<file path="config.mk">
export PLATFORM = sky130hd
export DESIGN_NAME = conv_tile_row_feeder
export DESIGN_NICKNAME = d
export VERILOG_FILES = /design/src/rtl/conv_tile_row_feeder.sv
export SDC_FILE = /design/constraint.sdc
export NUM_CORES = 1
export LEC_CHECK = 0
export BUFFER_PORTS_ARGS = -buffer_cell sky130_fd_sc_hd__buf_4
export CORE_ASPECT_RATIO = 1.1
export CORE_UTILIZATION = 41
export CTS_CLUSTER_SIZE = 16
export DETAILED_ROUTE_END_ITERATION = 6
export GPL_TIMING_DRIVEN = 0
export MAX_ROUTING_LAYER = met4
export PLACE_DENSITY = 0.62
export SETUP_SLACK_MARGIN = 0.15
export SYNTH_ARGS = -nofsm -noshare
export SYNTH_HDL_FRONTEND = slang
export SYNTH_SLANG_ARGS = --single-unit
</file>
<file path="constraint.sdc">
create_clock -name clk -period 4.9 [get_ports clk]
set_clock_uncertainty 0.15 [all_clocks]
set_input_delay 0.245 -clock clk [delete_from_list [all_inputs] [get_ports clk]]
set_output_delay 0.245 -clock clk [all_outputs]
set_load 0.1 [all_outputs]
</file>
<file path="src/rtl/conv_tile_row_feeder.sv">
// Assembles kx rows of (Pix + kx/2) pixels per tile column from a row-major pixel stream,
// derives west padding from the previous tile, and holds each tile until the consumer releases it.
module conv_tile_row_feeder #(
   parameter int kx    = 3,
   parameter int Pix   = 3,
   parameter int RES   = 8,
   parameter int IMG_W = 6
) (
   input  logic                                     clk,
   input  logic                                     rst_n,
   input  logic [RES-1:0]                           in_data,
   input  logic                                     in_valid,
   output logic                                     in_ready,
   input  logic                                     tile_consumed,
   output logic [kx-1:0][Pix+kx/2-1:0][RES-1:0]     pixel_row,
   output logic [kx-1:0][kx/2-1:0][RES-1:0]         west_paddings,
   output logic                                     pixel_ready,
   output logic [$clog2(IMG_W/Pix)-1:0]             tile_col
);
   // state   | meaning
   // FILL    | accepting beats into pixel_row, row/col counters advance
   // PRESENT | tile complete, outputs held until tile_consumed

   localparam int HALO    = kx / 2;
   localparam int ROW_W   = Pix + HALO;
   localparam int N_TILES = IMG_W / Pix;
   localparam int CW      = (ROW_W > 1) ? $clog2(ROW_W) : 1;
   localparam int RW      = (kx > 1) ? $clog2(kx) : 1;
   localparam int TW      = $clog2(N_TILES);

   typedef enum logic {FILL, PRESENT} state_t;

   state_t                                state_q, state_d;
   logic [RW-1:0]                         row_q, row_d;
   logic [CW-1:0]                         col_q, col_d;
   logic [TW-1:0]                         tile_col_q, tile_col_d;
   logic [kx-1:0][ROW_W-1:0][RES-1:0]     pix_q, pix_d;
   logic [kx-1:0][HALO-1:0][RES-1:0]      west_q, west_d;
   logic                                  in_ready_q, in_ready_d;
   logic                                  pixel_ready_q, pixel_ready_d;

   logic          last_tile;
   logic [CW-1:0] last_col;
   logic          accept;

   always_comb begin
      state_d    = state_q;
      row_d      = row_q;
      col_d      = col_q;
      tile_col_d = tile_col_q;
      pix_d      = pix_q;
      west_d     = west_q;
      last_tile  = (tile_col_q == TW'(N_TILES - 1));
      last_col   = last_tile ? CW'(Pix - 1) : CW'(ROW_W - 1);
      accept     = in_valid && in_ready_q;

      case (state_q)
         FILL: begin
            if (accept) begin
               pix_d[row_q][col_q] = in_data;
               if (col_q == last_col) begin
                  col_d = '0;
                  // the rightmost tile has no east neighbour, so its halo is zero
                  if (last_tile) begin
                     for (int j = Pix; j < ROW_W; j++) pix_d[row_q][j] = '0;
                  end
                  if (row_q == RW'(kx - 1)) begin
                     row_d   = '0;
                     state_d = PRESENT;
                  end else begin
                     row_d = row_q + 1'b1;
                  end
               end else begin
                  col_d = col_q + 1'b1;
               end
            end
         end
         PRESENT: begin
            if (tile_consumed) begin
               state_d = FILL;
               row_d   = '0;
               col_d   = '0;
               if (last_tile) begin
                  west_d     = '0;
                  tile_col_d = '0;
               end else begin
                  for (int r = 0; r < kx; r++) begin
                     for (int j = 0; j < HALO; j++) begin
                        west_d[r][j] = pix_q[r][Pix-HALO+j];
                     end
                  end
                  tile_col_d = tile_col_q + 1'b1;
               end
            end
         end
         default: state_d = FILL;
      endcase

      // registered so both flags are low while reset is asserted
      in_ready_d    = (state_d == FILL);
      pixel_ready_d = (state_d == PRESENT);
   end

   always_ff @(posedge clk or negedge rst_n) begin
      if (!rst_n) begin
         state_q       <= FILL;
         row_q         <= '0;
         col_q         <= '0;
         tile_col_q    <= '0;
         pix_q         <= '0;
         west_q        <= '0;
         in_ready_q    <= 1'b0;
         pixel_ready_q <= 1'b0;
      end else begin
         state_q       <= state_d;
         row_q         <= row_d;
         col_q         <= col_d;
         tile_col_q    <= tile_col_d;
         pix_q         <= pix_d;
         west_q        <= west_d;
         in_ready_q    <= in_ready_d;
         pixel_ready_q <= pixel_ready_d;
      end
   end

   assign in_ready      = in_ready_q;
   assign pixel_ready   = pixel_ready_q;
   assign pixel_row     = pix_q;
   assign west_paddings = west_q;
   assign tile_col      = tile_col_q;

endmodule

</file>
; Word-level counts from Yosys, hierarchy flattened
; Cells that the tools add are included.
[totals]
ff_bits = 127
in_bits = 12
output_inout_bits = 123
word_cells = 68
[classes]
add_sub_neg = 3
order_cmp = 4
n_eq_ne = 5
n_mux = 25
n_bitwise = 4
n_reduce_logical = 7
[op_table]
columns = op, n
row1 = 96-bit 2-to-1 mux, 2
row2 = 32-bit demux with 2-bit select, 2
row3 = 96-bit AND, 1
row4 = 96-bit bitwise mux, 1
row5 = 96-bit inverter, 1
row6 = 32-bit 2-to-1 mux, 2
row7 = 24-bit 2-to-1 mux, 1
row8 = 8-bit demux with 2-bit select, 1
row9 = 2-bit 2-to-1 mux, 6
row10 = 8-bit 2-to-1 mux, 1
row11 = 2-bit one-hot mux with 2 select lines, 2
row12 = 2-bit by 3-bit less-than comparator with 1-bit output (second input constant), 2
row13 = 1-bit 2-to-1 mux, 6
row14 = 2-bit inequality test (second input constant), 3
row15 = 2-bit AND reduction, 3
row16 = 2-bit by 1-bit adder with 2-bit output (second input constant), 2
row17 = 2-bit by 1-bit greater-or-equal comparator with 1-bit output (second input constant), 2
row18 = 1-bit logical AND, 3
row19 = 3-bit AND reduction, 1
row20 = 2-bit equality test, 1
row21 = 2-bit equality test (second input constant), 1
row22 = 1-bit inverter, 2
row23 = 1-bit one-hot mux with 2 select lines, 1
row24 = 1-bit adder (second input constant), 1

; Longest topological paths before layout
[logic_depth]
ltp_word = 10
mapped_depth = 7

; Least setup slack after synthesis
; Ideal clock, no wire load.
[synth_path]
path_kind = reg-to-reg
startpoint = reg in_ready_q, in the netlist in_ready
endpoint = reg pix_q, in the netlist pixel_row[24]
setup_ns = 0.141
arrival_ns = 1.975
slack_ns = 2.634
path_stages_with_launch = 4
path_buffers = 0
synth_period_minus_slack_ns = 2.266
cell_sequence = dfrtp_1 nand3b_1 nor4_4 a21oi_1
[synth_between]
elab_chain_cells = 2
[synth_rtl]
columns = item, line
row1 = "start, declared", 39  ; logic in_ready_q, in_ready_d;
row2 = "start signal, assigned", 121  ; in_ready_q <= in_ready_d;
row3 = 1-bit logical AND, 55  ; accept = in_valid && in_ready_q;
row4 = 2-bit AND reduction (no source line), n/a
row5 = "end signal, assigned", 119  ; pix_q <= pix_d;
row6 = "end, declared", 37  ; logic [kx-1:0][ROW_W-1:0][RES-1:0] pix_q, pix_d;
; No other way between the ends.
; A chain may end at the register's enable or synchronous reset.

; Worst setup path after layout
[layout_path]
startpoint = reg col_q[0]
endpoint = reg pix_q, in the netlist pixel_row[39]
[layout_between]
elab_chain_cells = 10
elab_cells_between_ends = 12
cone_classes = order compare (2) / eq/ne (1) / mux (7) / bitwise (1) / reduce/logical (1)
[layout_rtl]
columns = item, line
row1 = "start, declared", 35  ; logic [CW-1:0] col_q, col_d;
row2 = "start signal, assigned", 117  ; col_q <= col_d;
row3 = 2-bit by 3-bit less-than comparator with 1-bit output (implied by the code) / 2-bit by 1-bit greater-or-equal comparator with 1-bit output (equally long branches), 60  ; pix_d[row_q][col_q] = in_data;
row4 = 1-bit logical AND (implied by the code), 60
row5 = 8-bit 2-to-1 mux (implied by the code), 60
row6 = 8-bit demux with 2-bit select, 60
row7 = 32-bit 2-to-1 mux (implied by the code), 60
row8 = 32-bit demux with 2-bit select, 60
row9 = 96-bit bitwise mux, 60
row10 = 96-bit AND (no source line), n/a
row11 = 96-bit 2-to-1 mux, 64  ; if (last_tile) begin
row12 = 96-bit 2-to-1 mux (*), 61  ; if (col_q == last_col) begin
; Every way passes the cells marked *; elsewhere a longest branch is shown, timed or not.

==> metrics <==
count of antenna diodes in the layout 0; Slew Limit Headroom 45.3%; pin count of the biggest net entering global routing 77; Clock Sink Count 127; sequential cell area fraction in the yosys report between 50% and 60%; Yosys cell types 35; run status complete, no violations; Worst EP arrival 2.17 ns; Port Buffers 134; number of global-route vias before repair 3726; CTS tree yes; weighted congestion at the end of routability-driven global placement about 0.8; leading cell type in the layout, fill and taps excluded buf_4; setup repair after global routing missed its margin no; clk_lat worst skew between 0.4 and 0.5 ns; net count of the mapped netlist 443; number of antenna violations at the first check in global routing 0; fin cells about 760; total of cells resized after clock tree synthesis 0; vertical extent of the die 123 um; number of iterations in the first detailed-routing pass 4; clock transition at the registers of the reported paths 0.06 ns; average size of a mapped cell 12.9 um^2; delay-heaviest family, CP buffers and inverters; worst setup path category flop to flop; #FFs+latches synth 127; sort of element at the end of the critical path flop; average vias per placed instance 5.01; critical path cell sequence clkbuf_2, inv_1, ha_1, nor2b_1, and3_1, buf_6, mux2_4; Yosys Warn Count 0; startpoint type of the worst setup path flop; placement row count 44; most frequent cells in the layout buf_4, dfrtp_1, o21ai_0; slowest cell on the critical path dfrtp_1; dpl cells between 700 and 800; die outline width 112 um; wire length of the first global-routing pass 21.0 mm; count of pins over their slew limit 0; number of DRC violations after detailed-routing iteration 0 304; level count of the clock H-tree 4; detailed placer's ending HPWL 8.96 mm; P&R area growth vs syn 35.0%; via count of the routed design 3831; ratio of cells with drive above 1 in the final layout 43.1%; timing-limited maximum frequency 0.492 GHz; count of pins on the block boundary 135; sum of overflow across all layers after global routing 0; core area about 13000 um^2; buffers plus inverters on the worst setup path 3; largest buffer count on any clock path 2; wire length per cell 17.2 um; global-route layer with the greatest usage met2; post-synthesis cell area 5500 um^2; Initial Utilization a little over two fifths; final worst-path cycle share a little over 40%; setup-violating endpoint count in the final report 0; GR Util met1 28.0%; DRC violation count after routing 0; min Tclk post-route 2.03 ns; DIE AREA 13900 um^2; number of nets in the finished design 607; total track usage 21.0%; total negative slack 0 ns; remaining number of nets flagged by the antenna check after routing 0; type of the most critical hold path input port to async pin; met3 capacity usage during global routing 5.88%; count of final hold-check violations 0; pin slew with the least headroom to its limit 0.821 ns; clock buffer count from CTS 17; final WL 13.2 mm; critical path's largest stage delay roughly 0.40 ns; max-cap viol count 0; met2 global-route usage between 30% and 40%; cell at the root of the clock tree clkbuf_16; Crit Path Max Fanout 8; critical path required time 5.04 ns; Synth Instances 427
[cells by family (layout without fill, tap and decap cells)]
logic type / count (synthesis) / in the layout / share of synthesized area (%)
and+or+nand+nor: 105 / 105 / 11.3
AOI/OAI and AO/OA: 77 / 77 / 7.19
muxes: 74 / 74 / 18.4
buffers and inverters: 38 / 214 / 4.12
DFF: 127 / 127 / 57.8
adders and majority gates: 4 / 4 / 0.910
xor gates and xnor gates: 2 / 2 / 0.319
[synth_stat cells]
cell / n / area, um^2
mux2_4: 48 / 721
nor2_2: 1 / 6.26
a21oi_1: 25 / 125
buf_4: 1 / 7.51
clkbuf_1: 19 / 71.3
nand2_1: 30 / 113
buf_2: 3 / 15.0
nand2b_1: 26 / 163
nand2_2: 2 / 12.5
and3b_1: 1 / 8.76
and3_1: 5 / 31.3
dfrtp_1: 127 / 3180
o22a_1: 1 / 8.76
inv_1: 3 / 11.3
xnor2_1: 1 / 8.76
and4bb_1: 1 / 12.5
nor2b_1: 4 / 25.0
xor2_1: 1 / 8.76
o22ai_1: 1 / 6.26
nand4b_1: 1 / 8.76
and3_4: 1 / 11.3
nand3_2: 1 / 10.0
buf_6: 10 / 113
clkbuf_2: 1 / 5.00
ha_1: 4 / 50.1
nor4_4: 3 / 63.8
mux2_2: 24 / 270
buf_1: 1 / 3.75
a32o_1: 1 / 10.0
o21ai_0: 49 / 245
nand3b_1: 1 / 7.51
nand3_1: 26 / 130
and4b_1: 1 / 10.0
or2_2: 1 / 6.26
mux2i_1: 2 / 20.0
[what timing repair did]
item / 4_1_cts / 5_1_grt
endpoints found under the setup margin: 0 / 0
hold endpoints to repair: 69 / 0
buffers inserted: 0 / 0
hold buffers: 10 / 0
[per-layer routing]
metal / up-vias / part of all wire, %
met5: - / 0
met4: 0 / 0.83
met3: 10 / 4.9
met2: 117 / 47
met1: 1891 / 47
li1: 1813 / -
[registers in the layout, summed over array words and instances, names as in the netlist]
register       cells
row_q              2
tile_col           1
pixel_row         96
pixel_ready        1
col_q              2
west_paddings     24
in_ready           1
[through the flow]
step,utilization (%),instance area (um^2),setup WS (ns),hold slack [ns]
2_1_floorplan,-,5500,2.63,-0.201
3_3_place_gp,51.0,6710,2.89,0.300
3_5_place_dp,51.2,6740,2.88,0.0834
4_1_cts,56.4,7420,2.87,0.216
5_1_grt,56.4,7420,2.74,0.216
6_report,56.4,7420,2.87,0.193
[layout make-up]
| class | instances | area (um^2) |
|---|---|---|
| fillers | 1119 | 5740 |
| flip-flops and latches | 127 | 3180 |
| multi-input cells | 262 | 2090 |
| repair buffers | 145 | 1140 |
| clock buffers | 22 | 474 |
| plain buffers | 35 | 215 |
| well taps | 161 | 201 |
| clock inverters | 9 | 110 |
| inverters | 3 | 11.3 |
[final timing paths]
kind                                          startpoint                       endpoint  slack (ns)  cells after the start
setup / recovery                    col_q[0]$_DFFE_PN0P_      pixel_row[39]$_DFFE_PN0P_        2.87                      7
hold / removal                                     rst_n  west_paddings[21]$_DFFE_PN0P_        0.19                      2
setup reg to reg                    col_q[0]$_DFFE_PN0P_      pixel_row[39]$_DFFE_PN0P_        2.87                      7
hold reg to reg            west_paddings[14]$_DFFE_PN0P_  west_paddings[14]$_DFFE_PN0P_        0.33                      2
max in group asynchronous                          rst_n      pixel_row[10]$_DFFE_PN0P_        3.66                      3
min in group clk                                in_valid           col_q[0]$_DFFE_PN0P_        0.27                      5
Power is not shown: default switching activity piles up to over one toggle a cycle in this logic, so the estimate is an artifact.
